`src/rtl/rsp_mult_pkg.sv`:
```
// rsp_mult_pkg: shared FSM encoding, tag layout and clog2 helper for rsp_mult_arb.
package rsp_mult_pkg;
    typedef enum logic [1:0] {IDLE = 2'd0, RUN = 2'd1, DRAIN = 2'd2} state_t;
    localparam int TAG_IDX_W = 3;
    typedef struct packed {
        logic                 vld;
        logic [TAG_IDX_W-1:0] idx;
    } tag_t;
    function automatic int clog2(input int v);
        int r;
        r = 0;
        while ((1 << r) < v) r++;
        return r;
    endfunction
endpackage

```
`src/rtl/rsp_rr_arb.sv`:
```
// rsp_rr_arb: combinational round-robin winner with registered priority pointer.
module rsp_rr_arb
    import rsp_mult_pkg::*;
#(
    parameter int N_REQ = 4,
    localparam int PW = clog2(N_REQ)
) (
    input  logic             clk,
    input  logic             rst_n,
    input  logic [N_REQ-1:0] req,
    input  logic             accept,
    output logic [N_REQ-1:0] gnt,
    output logic [PW-1:0]    idx
);
    logic [PW-1:0] ptr;
    logic          hit;

    always_comb begin
        hit = 1'b0;
        idx = '0;
        for (int k = 0; k < N_REQ; k++) begin
            if (!hit && req[(int'(ptr) + k) % N_REQ]) begin
                hit = 1'b1;
                idx = PW'((int'(ptr) + k) % N_REQ);
            end
        end
        gnt = hit ? (N_REQ'(1) << idx) : '0;
    end

    always_ff @(posedge clk or negedge rst_n) begin
        if (!rst_n) ptr <= '0;
        else if (accept) ptr <= (int'(idx) == N_REQ - 1) ? '0 : idx + PW'(1);
    end
endmodule

```
`src/rtl/rsp_mult_arb.sv`:
```
// rsp_mult_arb: shares one pipelined multiplier among N_REQ requesters with tagged return.
// Optional RSP_MULT_ARB_PERF_EN adds per-requester saturating handshake counters.
module rsp_mult_arb
    import rsp_mult_pkg::*;
#(
    parameter int N_REQ   = 4,
    parameter int DELAY   = 2,
    parameter int A_width = 8,
    parameter int B_width = 8,
    parameter int P_width = 15
) (
    input  logic                     clk,
    input  logic                     rst_n,
    input  logic                     en,
    input  logic [N_REQ-1:0]         req_valid,
    output logic [N_REQ-1:0]         req_ready,
    input  logic [N_REQ*A_width-1:0] req_a,
    input  logic [N_REQ*B_width-1:0] req_b,
    input  logic [N_REQ-1:0]         req_tc,
    output logic [A_width-1:0]       mult_a,
    output logic [B_width-1:0]       mult_b,
    output logic                     mult_tc,
    input  logic [P_width-1:0]       mult_p,
    output logic [N_REQ-1:0]         rsp_valid,
    output logic [P_width-1:0]       rsp_p,
`ifdef RSP_MULT_ARB_PERF_EN
    output logic [N_REQ*16-1:0]      perf_cnt,
`endif
    output logic                     idle
);
    localparam int CW = clog2(DELAY + 2);

    state_t                    state, state_nx;
    logic [N_REQ-1:0]          gnt;
    logic [clog2(N_REQ)-1:0]   win;
    logic                      hs, done;
    logic [CW-1:0]             cnt;
    tag_t                      tags [DELAY+1];

    rsp_rr_arb #(.N_REQ(N_REQ)) u_arb (
        .clk    (clk),
        .rst_n  (rst_n),
        .req    ((state == RUN && en) ? req_valid : '0),
        .accept (hs),
        .gnt    (gnt),
        .idx    (win)
    );

    assign req_ready = gnt;
    assign hs        = |gnt;
    assign done      = tags[DELAY].vld;
    assign idle      = state == IDLE;

    always_comb begin
        state_nx = state == IDLE ? (en ? RUN : IDLE)
                 : state == RUN  ? (en ? RUN : DRAIN)
                 : en ? RUN : (cnt == '0 ? IDLE : DRAIN);
    end

    always_ff @(posedge clk or negedge rst_n) begin
        if (!rst_n) state <= IDLE;
        else state <= state_nx;
    end

    // Tags travel alongside the multiplier so each product returns to its issuer.
    always_ff @(posedge clk or negedge rst_n) begin
        if (!rst_n) begin
            mult_a    <= '0;
            mult_b    <= '0;
            mult_tc   <= 1'b0;
            rsp_valid <= '0;
            rsp_p     <= '0;
            cnt       <= '0;
            for (int k = 0; k <= DELAY; k++) tags[k] <= '0;
        end else begin
            if (hs) begin
                mult_a  <= req_a[win*A_width +: A_width];
                mult_b  <= req_b[win*B_width +: B_width];
                mult_tc <= req_tc[win];
            end
            tags[0] <= hs ? '{vld: 1'b1, idx: TAG_IDX_W'(win)} : '0;
            for (int k = 1; k <= DELAY; k++) tags[k] <= tags[k-1];
            rsp_valid <= done ? (N_REQ'(1) << tags[DELAY].idx) : '0;
            if (done) rsp_p <= mult_p;
            cnt <= (hs && !done) ? cnt + CW'(1) : (done && !hs) ? cnt - CW'(1) : cnt;
        end
    end

`ifdef RSP_MULT_ARB_PERF_EN
    always_ff @(posedge clk or negedge rst_n) begin
        if (!rst_n) perf_cnt <= '0;
        else
            for (int i = 0; i < N_REQ; i++)
                if (gnt[i] && perf_cnt[i*16 +: 16] != 16'hFFFF)
                    perf_cnt[i*16 +: 16] <= perf_cnt[i*16 +: 16] + 16'd1;
    end
`endif
endmodule

```
`config.mk`:
```
export PLATFORM = sky130hd
export DESIGN_NAME = rsp_mult_arb
export DESIGN_NICKNAME = d
export VERILOG_FILES = /design/src/rtl/rsp_mult_pkg.sv /design/src/rtl/rsp_rr_arb.sv /design/src/rtl/rsp_mult_arb.sv
export SDC_FILE = /design/constraint.sdc
export NUM_CORES = 1
export LEC_CHECK = 0
export BUFFER_PORTS_ARGS = -buffer_cell sky130_fd_sc_hd__buf_2
export CAP_MARGIN = 10
export CELL_PAD_IN_SITES_DETAIL_PLACEMENT = 0
export CELL_PAD_IN_SITES_GLOBAL_PLACEMENT = 1
export CORE_MARGIN = 4
export CORE_UTILIZATION = 34
export CTS_CLUSTER_DIAMETER = 150
export DETAILED_ROUTE_END_ITERATION = 8
export PLACE_DENSITY = 0.82
export SYNTH_ARGS = -nofsm -noshare
export SYNTH_HDL_FRONTEND = slang
export SYNTH_SLANG_ARGS = --single-unit
```
`constraint.sdc`:
```
create_clock -name clk -period 4.4 [get_ports clk]
set_input_delay 1.32 -clock clk [delete_from_list [all_inputs] [get_ports clk]]
set_output_delay 1.32 -clock clk [all_outputs]
set_load 0.005 [all_outputs]
```
==> results.sh <==
export IMPL_dp_final_hpwl_um=5565
export IMPL_antenna_diode_count=0
export IMPL_worst_ep_required_time_ns=3.08
export IMPL_floorplan_io_pins=131
export IMPL_post_cts_hold_fix_bufs=0
export IMPL_postRouteWirelength_um=7549
export IMPL_hp_class="reg2reg"
export IMPL_die_height_um=96.52
export IMPL_cp_peak_stage_delay_ns=0.21
export IMPL_synth_compound_area_share_pct=15.88
export IMPL_placed_cells_incl_taps=461
export IMPL_grt_util_all_layers_pct=16.41
export IMPL_grt_overflow_total=0
export IMPL_fmaxAchievable_ghz=0.2537
export IMPL_vias_in_the_first_global_route=2431
export IMPL_yosysUniqueCellTypes=38
export IMPL_p_leak_nw=1.755
export IMPL_core_area_sq_um=7687
export IMPL_fin_cells=468
export IMPL_hold_worst_slack_ns=0.3577
export IMPL_yosys_area_share_adder_pct=2.349
export IMPL_finalWorstPathRequiredPeriod_ns=3.941
export IMPL_tightestPinTransition_ns=1.113
export IMPL_cts_made_buffers=5
export IMPL_synth_net_count=334
export IMPL_clkLatencyLatePin_ns=0.30
export IMPL_worst_setup_path_type="in2out"
export IMPL_antenna_found_initial=0
export IMPL_cp_cell_sequence="buf_2, nor2b_1, o21a_1, nor4_2, buf_4, inv_1, ha_1, and2_1, buf_2"
export IMPL_timing_hold_worst_path_depth=0
export IMPL_timing_clock_skew_ns=0.009018
export IMPL_gates_resized_cts_repair=0
export IMPL_clockRootBuffer="sky130_fd_sc_hd__clkbuf_8"
export IMPL_yosysSeqAreaShare_pct=47.91
export IMPL_grt_pass1_wl_um=11760
export IMPL_clock_transition_at_path_regs_ns=0.09
export IMPL_tritoncts_num_sinks=51
export IMPL_finalHoldViolCount=0
export IMPL_cp_common_cell="sky130_fd_sc_hd__buf_2"
export IMPL_fin_crit_sh_pct=89.57
export IMPL_detail_route_first_pass_iterations=4
export IMPL_synth_xor_xnor_area_share_pct=0.9864
export IMPL_outcome="completed"
export IMPL_critical_path_slowest_cell="sky130_fd_sc_hd__o21a_1"
export IMPL_ys_dominant_reg_cell="sky130_fd_sc_hd__dfrtp_1"
export IMPL_dominant_combinational_cell_family_by_area_after_synthesis="compound AO/OA/AOI/OAI gates"
export IMPL_detail_route_iter0_violations=97
export IMPL_power_ir_vdd_worst_v=0.0001402
export IMPL_dieArea_sq_um=9315
export IMPL_route_detailed_vias_per_inst=5.118
export IMPL_post_cts_setup_buffer_count=0
export IMPL_routability_cong=0.8095
export IMPL_tritoncts="built"
export IMPL_layout_drive_gt1_share_pct=46.45
export IMPL_h_tree_depth=2
export IMPL_drc=0
export IMPL_ys_warnings_count=0
export IMPL_place_port_buffers=130
export IMPL_power_density_cell_area_nw_per_um2=408.1
export IMPL_post_synth_mux_area_share_pct=12.73
export IMPL_setup_total_negative_slack_ns=0
export IMPL_post_syn_area_sq_um=2664
export IMPL_critPathArrivalTime_ns=2.62
export IMPL_synthToLayoutAreaGrowth_pct=32.03
export IMPL_nNetsFinal=461
export IMPL_clk_path_buf_depth=2
export IMPL_crit_path_max_fanout=5
export IMPL_via_count=2395
export IMPL_postLayoutCoreUtil_pct=45.75
export IMPL_rsz0062_at_grt="no"
export IMPL_slew_viol_final=0
export IMPL_detail_route_antenna_nets=0
export IMPL_std_cell_rows=32
export IMPL_synth_seq_cells=51
export IMPL_kind_of_start_point_of_the_critical_path="primary input"
export IMPL_grt_max_degree=32
export IMPL_maxCapViolations=0
export IMPL_synth_edf_count=0
export IMPL_maxSlewHeadroom_pct=25.29
export IMPL_reg2regPathDepth=7
export IMPL_fp_dieW_um=96.52
export IMPL_finalSetupViolCount=0
export IMPL_timing_critical_path_to_type="output port"
export IMPL_synthSimpleGateAreaFrac_pct=15.69
export IMPL_start_util_pct=34.65
export IMPL_route_detailed_wl_per_inst_um=16.13
export IMPL_synthCells=239
export IMPL_async_flop_share_pct=100.0
export IMPL_postSynthAreaPerCell_sq_um=11.15
metrics by stage:
step                instance area [sq um]  setup WS (ns)  power, mW
floorplan                            2664         0.4690     0.9233
global placement                     3411         0.4722      1.115
detailed placement                   3411         0.4564      1.134
CTS                                  3517         0.4543      1.459
global route                         3517         0.3760      1.541
finish                               3517         0.4589      1.435
Yosys cell counts, drive strengths merged, types with 2 or more instances:
master	number	area, sq um
xor2	2	17.52
o211ai	17	127.6
nor3	4	36.29
mux2i	17	170.2
nand2	22	82.58
nor3b	2	15.01
mux2	15	168.9
inv	4	15.01
buf	12	81.32
nor4	2	18.77
clkbuf	6	22.52
a21o	2	15.01
a211oi	2	20.02
nor2	10	40.04
dfrtp	51	1276
nand2b	2	12.51
o21ai	19	98.85
and4	17	148.9
ha	5	62.56
and2	4	25.02
o31a	17	148.9
critical path, delay by kind of cell:
family / cells / cell delay [ns]
simple gates: 3 / 0.40
fa+ha+maj: 1 / 0.18
buf+inv: 4 / 0.49
compound gates: 1 / 0.21
report_power, final:
| part | switching (mW) | total [mW] | internal [mW] |
|---|---|---|---|
| Sequential | 0.0716 | 0.654 | 0.582 |
| Clock | 0.153 | 0.319 | 0.166 |
| Combinational | 0.226 | 0.462 | 0.236 |
cells by family (layout without fill, tap and decap cells):
logic type | Yosys count | in the layout
multiplexers | 32 | 32
AND/OR/NAND/NOR | 67 | 67
buffers and inverters | 22 | 149
flip-flops | 51 | 51
adder cells (fa/ha/maj) | 5 | 5
AO/OA/AOI/OAI | 59 | 59
XOR/XNOR | 3 | 3
layout make-up:
class                   count  area, sq um
repair buffers            138        710.7
multi-input cells         166         1281
clock inverters             2        37.54
well taps                 102        127.6
fillers                   767         4170
clock buffers               5        68.82
flip-flops and latches     51         1276
inverters                   4        15.01
state kept, by name, indices dropped and copies added (netlist names):
name / count
mult_tc: 1
mult_b: 8
state: 2
rsp_valid: 4
tags: 8
cnt: 2
done: 1
mult_a: 8
rsp_p: 15
u_arb.ptr: 2
final timing paths:
kind / from / to / slack (ns)
setup / recovery: req_valid[3] / req_ready[0] / 0.46
hold / removal: tags[5]$_DFF_PN0_ / tags[1]$_DFF_PN0_ / 0.36
setup reg to reg: u_arb.ptr[1]$_DFFE_PN0P_ / mult_a[3]$_DFFE_PN0P_ / 2.13
hold reg to reg: tags[5]$_DFF_PN0_ / tags[1]$_DFF_PN0_ / 0.36
max in group asynchronous: rst_n / tags[0]$_DFF_PN0_ / 2.63
min in group asynchronous: rst_n / mult_b[2]$_DFFE_PN0P_ / 0.98
metal layers:
| layer | vias to the layer above | global-route usage (%) | wire length (um) |
|---|---|---|---|
| met1 | 1146 | 19.41 | 3070 |
| li1 | 1134 | - | - |
| met3 | 13 | 3.021 | 506 |
| met4 | 0 | 4.790 | 103 |
| met2 | 102 | 30.11 | 3869 |
| met5 | - | 0 | 0 |
layout by cell type, fill, tap and decap left out, drive strengths merged, types with 2 or more instances in the layout:
master | synthesis | layout
a211oi | 2 | 2
a21o | 2 | 2
and2 | 4 | 4
and4 | 17 | 17
buf | 12 | 138
clkbuf | 6 | 5
dfrtp | 51 | 51
ha | 5 | 5
inv | 4 | 4
mux2 | 15 | 15
mux2i | 17 | 17
nand2 | 22 | 22
nand2b | 2 | 2
nor2 | 10 | 10
nor3 | 4 | 4
nor3b | 2 | 2
nor4 | 2 | 2
o211ai | 17 | 17
o21ai | 19 | 19
o31a | 17 | 17
xor2 | 2 | 2
Power figures use the tool's default switching activity.
